### src/rtl/arb_mux_reg_if.sv
// Handshake bundle for arb_mux_reg: N_IN valid/ready producer channels in,
// one registered valid/ready channel out, plus the mode/select controls.
interface arb_mux_reg_if #(
    parameter int WIDTH = 16,
    parameter int N_IN  = 3,
    parameter int SEL_W = (N_IN > 1) ? $clog2(N_IN) : 1
);
    logic                    mode;
    logic [SEL_W-1:0]        sel;
    logic [N_IN-1:0]         in_valid;
    logic [N_IN*WIDTH-1:0]   in_data;
    logic [N_IN-1:0]         in_ready;
    logic                    out_valid;
    logic [WIDTH-1:0]        out_data;
    logic [SEL_W-1:0]        out_src;
    logic                    out_ready;

    // Driver side: producers, control unit and consumer.
    modport master (
        output mode, sel, in_valid, in_data, out_ready,
        input  in_ready, out_valid, out_data, out_src
    );

    // Selector side.
    modport slave (
        input  mode, sel, in_valid, in_data, out_ready,
        output in_ready, out_valid, out_data, out_src
    );
endinterface

### src/rtl/arb_mux_reg.sv
// N-input selector with a registered output: explicit select (mode 0) or
// round-robin arbitration (mode 1), valid/ready on every channel.
module arb_mux_reg #(
    parameter int WIDTH = 16,
    parameter int N_IN  = 3
) (
    input  logic          clk,
    input  logic          reset,
    arb_mux_reg_if.slave  bus
);
    localparam int SEL_W = (N_IN > 1) ? $clog2(N_IN) : 1;

    typedef enum logic {
        MODE_SEL = 1'b0,
        MODE_RR  = 1'b1
    } mode_e;

    typedef struct packed {
        logic             hit;
        logic [SEL_W-1:0] idx;
    } grant_t;

    logic [SEL_W-1:0] ptr;
    logic             out_valid_q;
    logic [WIDTH-1:0] out_data_q;
    logic [SEL_W-1:0] out_src_q;

    logic [WIDTH-1:0] chan [N_IN];
    grant_t           gnt;
    logic [N_IN-1:0]  ready;
    logic             can_load;
    logic             xfer;

    always_comb begin
        for (int i = 0; i < N_IN; i++) begin
            chan[i] = bus.in_data[i*WIDTH +: WIDTH];
        end
    end

    // NOTE: every variable written here gets a default first, so no path can infer a latch.
    always_comb begin
        logic [SEL_W:0] sum;
        gnt = '0;
        sum = '0;
        if (mode_e'(bus.mode) == MODE_RR) begin
            // Cyclic search starting at ptr; the first requester wins.
            for (int k = 0; k < N_IN; k++) begin
                sum = {1'b0, ptr} + (SEL_W+1)'(k);
                if (sum >= (SEL_W+1)'(N_IN)) sum = sum - (SEL_W+1)'(N_IN);
                if (!gnt.hit && bus.in_valid[sum[SEL_W-1:0]]) begin
                    gnt.hit = 1'b1;
                    gnt.idx = sum[SEL_W-1:0];
                end
            end
        end else begin
            // Out-of-range select leaves idx at its default of channel 0.
            for (int i = 0; i < N_IN; i++) begin
                if (bus.sel == SEL_W'(i)) gnt.idx = SEL_W'(i);
            end
            gnt.hit = bus.in_valid[gnt.idx];
        end
    end

    assign can_load = !out_valid_q || bus.out_ready;

    // A handshake during reset would be discarded, so none is offered.
    always_comb begin
        ready = '0;
        if (!reset && can_load && gnt.hit) ready[gnt.idx] = 1'b1;
    end

    assign xfer = |ready;

    // NOTE: sequential state uses non-blocking assignments so all registers update from pre-edge values.
    always_ff @(posedge clk) begin
        if (reset) begin
            out_valid_q <= 1'b0;
            out_data_q  <= '0;
            out_src_q   <= '0;
            ptr         <= '0;
        end else if (xfer) begin
            out_valid_q <= 1'b1;
            out_data_q  <= chan[gnt.idx];
            out_src_q   <= gnt.idx;
            if (mode_e'(bus.mode) == MODE_RR) begin
                ptr <= (gnt.idx == SEL_W'(N_IN-1)) ? '0 : gnt.idx + SEL_W'(1);
            end
        end else if (bus.out_ready) begin
            out_valid_q <= 1'b0;
        end
    end

    assign bus.in_ready  = ready;
    assign bus.out_valid = out_valid_q;
    assign bus.out_data  = out_data_q;
    assign bus.out_src   = out_src_q;
endmodule

### src/flat_wrapper.sv
// flat-port wrapper written by rule: the top's interface ports become plain ports
module arb_mux_reg_flat 
#(
    parameter int WIDTH = 16,
    parameter int N_IN  = 3
)
  (clk, reset, bus_mode, bus_sel, bus_in_valid, bus_in_data, bus_out_ready, bus_in_ready, bus_out_valid, bus_out_data, bus_out_src);
  arb_mux_reg_if #(.WIDTH(WIDTH), .N_IN(N_IN)) bus_i ();
  input  logic clk;
  input  logic reset;
  input wire logic [$bits(bus_i.mode)-1:0] bus_mode;
  input wire logic [$bits(bus_i.sel)-1:0] bus_sel;
  input wire logic [$bits(bus_i.in_valid)-1:0] bus_in_valid;
  input wire logic [$bits(bus_i.in_data)-1:0] bus_in_data;
  input wire logic [$bits(bus_i.out_ready)-1:0] bus_out_ready;
  output wire logic [$bits(bus_i.in_ready)-1:0] bus_in_ready;
  output wire logic [$bits(bus_i.out_valid)-1:0] bus_out_valid;
  output wire logic [$bits(bus_i.out_data)-1:0] bus_out_data;
  output wire logic [$bits(bus_i.out_src)-1:0] bus_out_src;
  assign bus_i.mode = bus_mode;
  assign bus_i.sel = bus_sel;
  assign bus_i.in_valid = bus_in_valid;
  assign bus_i.in_data = bus_in_data;
  assign bus_i.out_ready = bus_out_ready;
  assign bus_in_ready = bus_i.in_ready;
  assign bus_out_valid = bus_i.out_valid;
  assign bus_out_data = bus_i.out_data;
  assign bus_out_src = bus_i.out_src;
  arb_mux_reg #(.WIDTH(WIDTH), .N_IN(N_IN)) u_core (.clk(clk), .reset(reset), .bus(bus_i));
endmodule
### config.mk
export PLATFORM = sky130hd
export DESIGN_NAME = arb_mux_reg_flat
export DESIGN_NICKNAME = d
export VERILOG_FILES = /design/src/rtl/arb_mux_reg_if.sv /design/src/rtl/arb_mux_reg.sv /design/src/flat_wrapper.sv
export SDC_FILE = /design/constraint.sdc
export NUM_CORES = 1
export LEC_CHECK = 0
export ABC_AREA = 0
export BUFFER_PORTS_ARGS = -buffer_cell sky130_fd_sc_hd__buf_2
export CORE_MARGIN = 4
export CORE_UTILIZATION = 49
export CTS_CLUSTER_DIAMETER = 80
export CTS_CLUSTER_SIZE = 28
export DETAILED_ROUTE_END_ITERATION = 8
export MAX_ROUTING_LAYER = met4
export PLACE_DENSITY = 0.85
export SLEW_MARGIN = 10
export SYNTH_ARGS = -nofsm -noshare
export SYNTH_HDL_FRONTEND = slang
export SYNTH_SLANG_ARGS = --single-unit
### constraint.sdc
create_clock -name clk -period 4.6 [get_ports clk]
set_input_delay 0.23 -clock clk [delete_from_list [all_inputs] [get_ports clk]]
set_output_delay 0.23 -clock clk [all_outputs]
set_load 0.005 [all_outputs]
==> results of run 1 <==
[worst max-delay path, stage by stage, from the launching register on]
cell	delay [ns]
dfxtp_1	0.38
inv_1	0.08
ha_1	0.43
nand2_1	0.17
a21oi_2	0.30
nor3_2	0.13
a311oi_4	0.75
nand2b_4	0.31
nor2_1	0.18
buf_2	0.13
[layer usage]
| metal | global-route usage, % | wire length [um] | part of all wire (%) | vias up |
|---|---|---|---|---|
| met5 | - | 0 | 0 | - |
| met4 | 5.80 | 28 | 0.68 | 0 |
| met3 | 5.03 | 359 | 8.8 | 4 |
| met2 | 32.3 | 1920 | 47 | 79 |
| met1 | 25.0 | 1780 | 44 | 720 |
| li1 | - | - | - | 812 |
[kinds of logic (layout without fill, tap and decap cells)]
family          Yosys count  in the layout  synth area share (%)
simple gates             70             70                  25.3
buf+inv                  22             88                  8.20
fa+ha+maj                 4              4                  3.15
flops                    21             21                  26.5
compound gates           46             46                  25.9
mux                      17             17                  11.0
[sequential cells by signal, summed over array words and instances, names as in the netlist]
register and cells:
u_core.bus.out_src 2, u_core.ptr 2, u_core.bus.out_valid 1, u_core.bus.out_data 16
[cell type report]
class | count | area [um^2] | share of cell area [%]
inverter | 6 | 22.5 | 1.15
multi-input combinational | 137 | 1040 | 53.2
tap | 44 | 55.1 | 2.81
sequential | 21 | 420 | 21.5
clock inverter | 1 | 5.00 | 0.256
clock buffer | 3 | 22.5 | 1.15
timing repair buffer | 78 | 390 | 19.9
[cell usage in the layout (no fill, tap or decap), types with 4 or more instances in the layout]
master,instances
a21oi_1,4
o21ai_0,4
inv_1,6
o211ai_2,9
buf_2,78
ha_1,4
nand2b_1,6
o211ai_1,7
nand2_1,7
nor2_1,6
mux2i_1,16
nand3_1,35
dfxtp_1,21
[where the power goes]
group,internal [mW],switching [mW]
logic,0.110,0.132
clock network,0.0324,0.0547
registers,0.215,0.0149
total,0.357,0.201
[metrics by stage]
stage                     hold WS, ns  instances
after global placement          0.460        286
final                           0.155        290
after CTS                       0.153        290
after global routing            0.143        290
after floorplan                 0.299        180
after detailed placement        0.464        286
[path summary, 6_finish.rpt]
path              slack (ns)  cells past startpoint                  start                     end
setup / recovery        1.20                      9          u_core.ptr[0]         bus_in_ready[0]
hold reg to reg         0.49                      2  u_core.bus.out_src[1]   u_core.bus.out_src[1]
setup reg to reg        1.60                      8          u_core.ptr[0]           u_core.ptr[0]
hold / removal          0.16                      3        bus_in_data[37]  u_core.bus.out_data[5]
==> metrics.md, run 1 <==
| Metric | Value |
|---|---|
| Antenna Cells | 0 |
| Post-CTS setup buffers | 0 |
| Status | finished, final reports clean |
| Crit path DAT | 3.17 ns |
| GRT Util Overall | 20.1% |
| Top_reg_cell synth | dfxtp_1 |
| CTS Buf Count | 3 |
| Post-CTS Resized | 0 |
| Worst Tran Pin Value | 1.15 ns |
| Fin crit share | 73.9% |
| Seq/Total Area, Yosys | 26.5% |
| Num Clock Sinks | 21 |
| Final core utilization | 63.6% |
| Worst-skew pair later-pin latency | 0.30 ns |
| Max-cap violations | 0 |
| Unique cell type count in the Yosys netlist | 47 |
| Crit path capture type | output pin |
| Leading area contributor after synthesis | dfxtp_1 |
| Critical path class | reg2out |
| Die Ht | 64.9 um |
| Main area contributors after synthesis | dfxtp_1 26%, nand3_1 11%, mux2i_1 10% |
| Pre-CTS setup slack | 1.58 ns |
| Die area | 4210 um^2 |
| Via count | 1615 |
| Largest net degree at the start of global routing | 21 |
| Routed WL | 4090 um |
| DR iter-0 viols | 120 |
| Synth warnings | 0 |
| Clock Tree Buf Depth | 2 |
| Placed inst area | 1930 um^2 |
| Synth async-reset ratio | 0% |
| Required time of the worst setup path | 4.37 ns |
| Gr ovfl total | 0 |
| Synth cell count leaders | 35 x nand3_1, 21 x dfxtp_1, 16 x mux2i_1 |
| Rows | 20 |
| Power, Total | 0.558 mW |
| Vias in the first global route | 1567 |
| Final Instance Area | 1960 um^2 |
| Final nets | 308 |
| Worst-path fanout max | 18 |
| I/O pin total | 79 |
| F_max | 294 MHz |
| Via density | 5.57 |
| Mapped Avg Cell Area | 8.81 um^2 |
| Fillers | 277 |
| CTS tree | yes |
| VDD IR max | 226 uV |
| Worst Setup Start Kind | flip-flop |
| Initial antenna violation count | 0 |
| ANT nets after route | 0 |
| Post-Synthesis Cells | 180 |
| Final Hold Fails | 0 |
| Syn Std Cell Area | 1590 um^2 |
| Drt pass-1 iters | 4 |
| # setup viols final | 0 |
| Leakage | 0.948 nW |
| Initial Util | 51.5% |
| Post-layout min period | 3.40 ns |
| Number of synthesized flops with an enable pin | 0 |
| Relative slew margins | 23.6% |
| Final Skew | 0.00395 ns |
| H-tree depth | 1 |
| Global-route wire length before repair | 6690 um |
| FF+latch count, synth | 21 |
| IO Port Bufs | 78 |
| Top-area cell type share of the netlist area | 26.5% |
| Setup_tns | 0 ns |
| RSZ-0062 raised after global routing | false |
| Clock-pin transition on the worst setup and hold timing paths | 0.11 ns |
| Pwr/cell area | 285 nW/um^2 |
| DRC | 0 |
| P&R area growth vs syn | 23.4% |
| CORE AREA | 3080 um^2 |
| RD Place Congestion | 0.863 |
| Clock root buffer | clkbuf_4 |
| Worst setup margin | 1.20 ns |
| Count leader, synth | nand3_1 |
| Hold buffers post-CTS | 0 |
| Syn nets | 241 |
| Die X | 64.9 um |
| Layout cells sized above 1 | 42.7% |
| Slew Limit Fails | 0 |
| DP Wirelength | 3160 um |
| Hold Path Class | in2reg |
| DR WL/cell | 14.1 um |
(Power assumes the default switching activity.)
==> run 2, diff against run 1 <==
Settings changed: ABC_AREA 0 to 1, CORE_UTILIZATION 49 to 41, PLACE_DENSITY 0.85 to 0.76.
Clock period 4.6 ns to 2.94 ns, I/O delays scaled along.
==> run 2 against run 1 <==
  * Sequential power rose by 47%
  * Global-route usage decreased by 3.1 points
  * Flip-flop and latch count stayed put
  * Worst hold slack got worse by 0.046 ns
  * First-iteration DRC count shrank 59%
  * Wire length is 5.6% lower
  * Utilization is 6.9 points lower
==> metrics.md, run 2 <==
| Metric | Value |
|---|---|
| Synth warnings | 0 |
| Max reg flops | 16 |
| Die X | 69.0 um |
| Hold Path Class | in2reg |
| Clock Tree Buf Depth | 2 |
| Num Clock Sinks | 21 |
| Worst-skew pair later-pin latency | 0.25 ns |
| Clock root buffer | clkbuf_8 |
| Main area contributors after synthesis | dfxtp_1 28%, nand2_1 16%, nor2_1 12% |
| Syn nets | 319 |
| Vias in the first global route | 1507 |
| Gr ovfl total | 0 |
| Fin cells | 378 |
| Crit path DAT | 2.33 ns |
| Hold buffers post-CTS | 0 |
| Critical path class | reg2out |
| Global-route wire length before repair | 6110 um |
| Commonest cells after routing, fill and taps aside | 78 x buf_2, 65 x nand2_1, 47 x nor2_1 |
| Worst Tran Pin Value | 0.461 ns |
| VDD IR max | 178 uV |
| DRC | 0 |
| Die Ht | 69.0 um |
| Setup_tns | 0 ns |
| Slew Limit Fails | 0 |
| Via density | 4.56 |
| Synth async-reset ratio | 0% |
| Seq/Total Area, Yosys | 27.6% |
| Post-layout min period | 2.48 ns |
| Layout cells sized above 1 | 28.9% |
| Synth cell count leaders | 65 x nand2_1, 47 x nor2_1, 33 x inv_1 |
| Power, Total | 0.834 mW |
| Post-CTS setup buffers | 0 |
| Commonest non-fill, non-tap cell in the layout | buf_2 |
| F_max | 403 MHz |
| CTS Buf Count | 3 |
| H-tree depth | 1 |
| Final Skew | 0.000739 ns |
| Via count | 1724 |
| IO Port Bufs | 78 |
| Worst-path fanout max | 31 |
| Top_reg_cell synth | dfxtp_1 |
| Rows | 21 |
| GRT Util Overall | 17.0% |
| RD Place Congestion | 0.854 |
| Final nets | 394 |
| ANT nets after route | 0 |
| Placed Cells | 374 |
| Relative slew margins | 69.2% |
| Slowest cell on crit path | dfxtp_1 |
| Crit path capture type | output pin |
| RSZ-0062 raised after global routing | false |
| CP cell instances | inv_1 -> ha_1 -> inv_1 -> nand2_1 -> nand2_1 -> a21oi_2 -> nand4_1 -> nand2_1 -> nand2_1 -> nand2_1 -> buf_4 -> nand3_1 -> inv_1 -> buf_2 |
| Leakage | 1.11 nW |
| Multi-input logic area | 905 um^2 |
| Syn Std Cell Area | 1530 um^2 |
| Worst path max stage delay | 0.38 ns |
| I/O pin total | 79 |
| Number of synthesized flops with an enable pin | 0 |
| Pwr/cell area | 424 nW/um^2 |
| # setup viols final | 0 |
| Max-cap violations | 0 |
| Status | finished, final reports clean |
| Die area | 4760 um^2 |
| Clock-pin transition on the worst setup and hold timing paths | 0.07 ns |
| Unique cell type count in the Yosys netlist | 26 |
| DR iter-0 viols | 49 |
| CTS tree | yes |
| FF+latch count, synth | 21 |
| Top-area cell type share of the netlist area | 27.6% |
| CORE AREA | 3470 um^2 |
| Count leader, synth | nand2_1 |
| Largest net degree at the start of global routing | 35 |
| Routed WL | 3860 um |
| Fillers | 372 |
| Post-CTS Resized | 0 |
| Final Hold Fails | 0 |
| Fin crit share | 84.3% |
| WP buf/inv | 5 |
| P&R area growth vs syn | 28.9% |
| Worst Setup Start Kind | flip-flop |
| Post-Synthesis Cells | 258 |
| DP Wirelength | 3270 um |
| Leading area contributor after synthesis | dfxtp_1 |
| Required time of the worst setup path | 2.79 ns |
| Initial Util | 44.0% |
| Antenna Cells | 0 |
| CP delay by family, top | buffers and inverters |
| DR WL/cell | 10.2 um |
| Register area | 420 um^2 |
| Initial antenna violation count | 0 |
| Crit-path most repeated cell | nand2_1 |
| Drt pass-1 iters | 4 |
| Mapped Avg Cell Area | 5.91 um^2 |
run 2: cells by family (layout without fill, tap and decap cells):
group                    count (synthesis)  in the layout  synth area share, %
AO/OA/AOI/OAI                           58             58                 20.7
adder cells (fa/ha/maj)                  4              4                 3.28
buffers and inverters                   45            119                 13.1
flip-flops                              21             21                 27.6
AND/OR/NAND/NOR                        130            130                 35.4
run 2: metrics by stage:
stage,worst slack (ns),instance area [um^2],hold WS [ns],util (%)
after floorplan,0.951,1530,0.216,-
after global placement,0.658,1920,0.383,55.3
after detailed placement,0.537,1920,0.381,55.3
after CTS,0.443,1970,0.106,56.7
after global routing,0.202,1970,0.115,56.7
final,0.461,1970,0.110,56.7
run 2: per-layer routing:
metal / wire, um / GRT usage [%] / share of wire [%] / vias up
li1: - / - / - / 954
met1: 1720 / 20.7 / 44 / 713
met2: 1840 / 29.2 / 48 / 53
met4: 43 / 5.35 / 1.1 / 0
met5: 0 / - / 0 / -
met3: 261 / 2.27 / 6.8 / 4
run 2: worst register-to-register path: cells and delay by family, from the launching register on:
kind	cells	cell delay (ns)
AOI/OAI and AO/OA	3	0.66
adders and majority gates	1	0.36
buffers and inverters	3	0.32
DFF	1	0.38
and+or+nand+nor	6	0.60
run 2: path summary, 6_finish.rpt:
path	startpoint	to	slack, ns	depth (start not counted)
worst max-delay path	u_core.ptr[0]	bus_in_ready[2]	0.46	14
worst min-delay path	reset	u_core.bus.out_valid	0.11	2
worst max register to register	u_core.ptr[0]	u_core.bus.out_data[3]	0.52	13
worst min register to register	u_core.bus.out_src[1]	u_core.bus.out_src[1]	0.47	2
run 2: final cells by class:
class                   instances  share of cell area [%]
multi-input cells             192                    46.0
flip-flops and latches         21                    21.4
repair buffers                 80                    20.6
inverters                      35                    6.68
well taps                      46                    2.93
clock buffers                   3                    2.10
clock inverters                 1                   0.255
run 2: report_power, final:
part	switching, mW	internal [mW]
Sequential	0.0185	0.318
Clock	0.0886	0.0942
Combinational	0.184	0.130
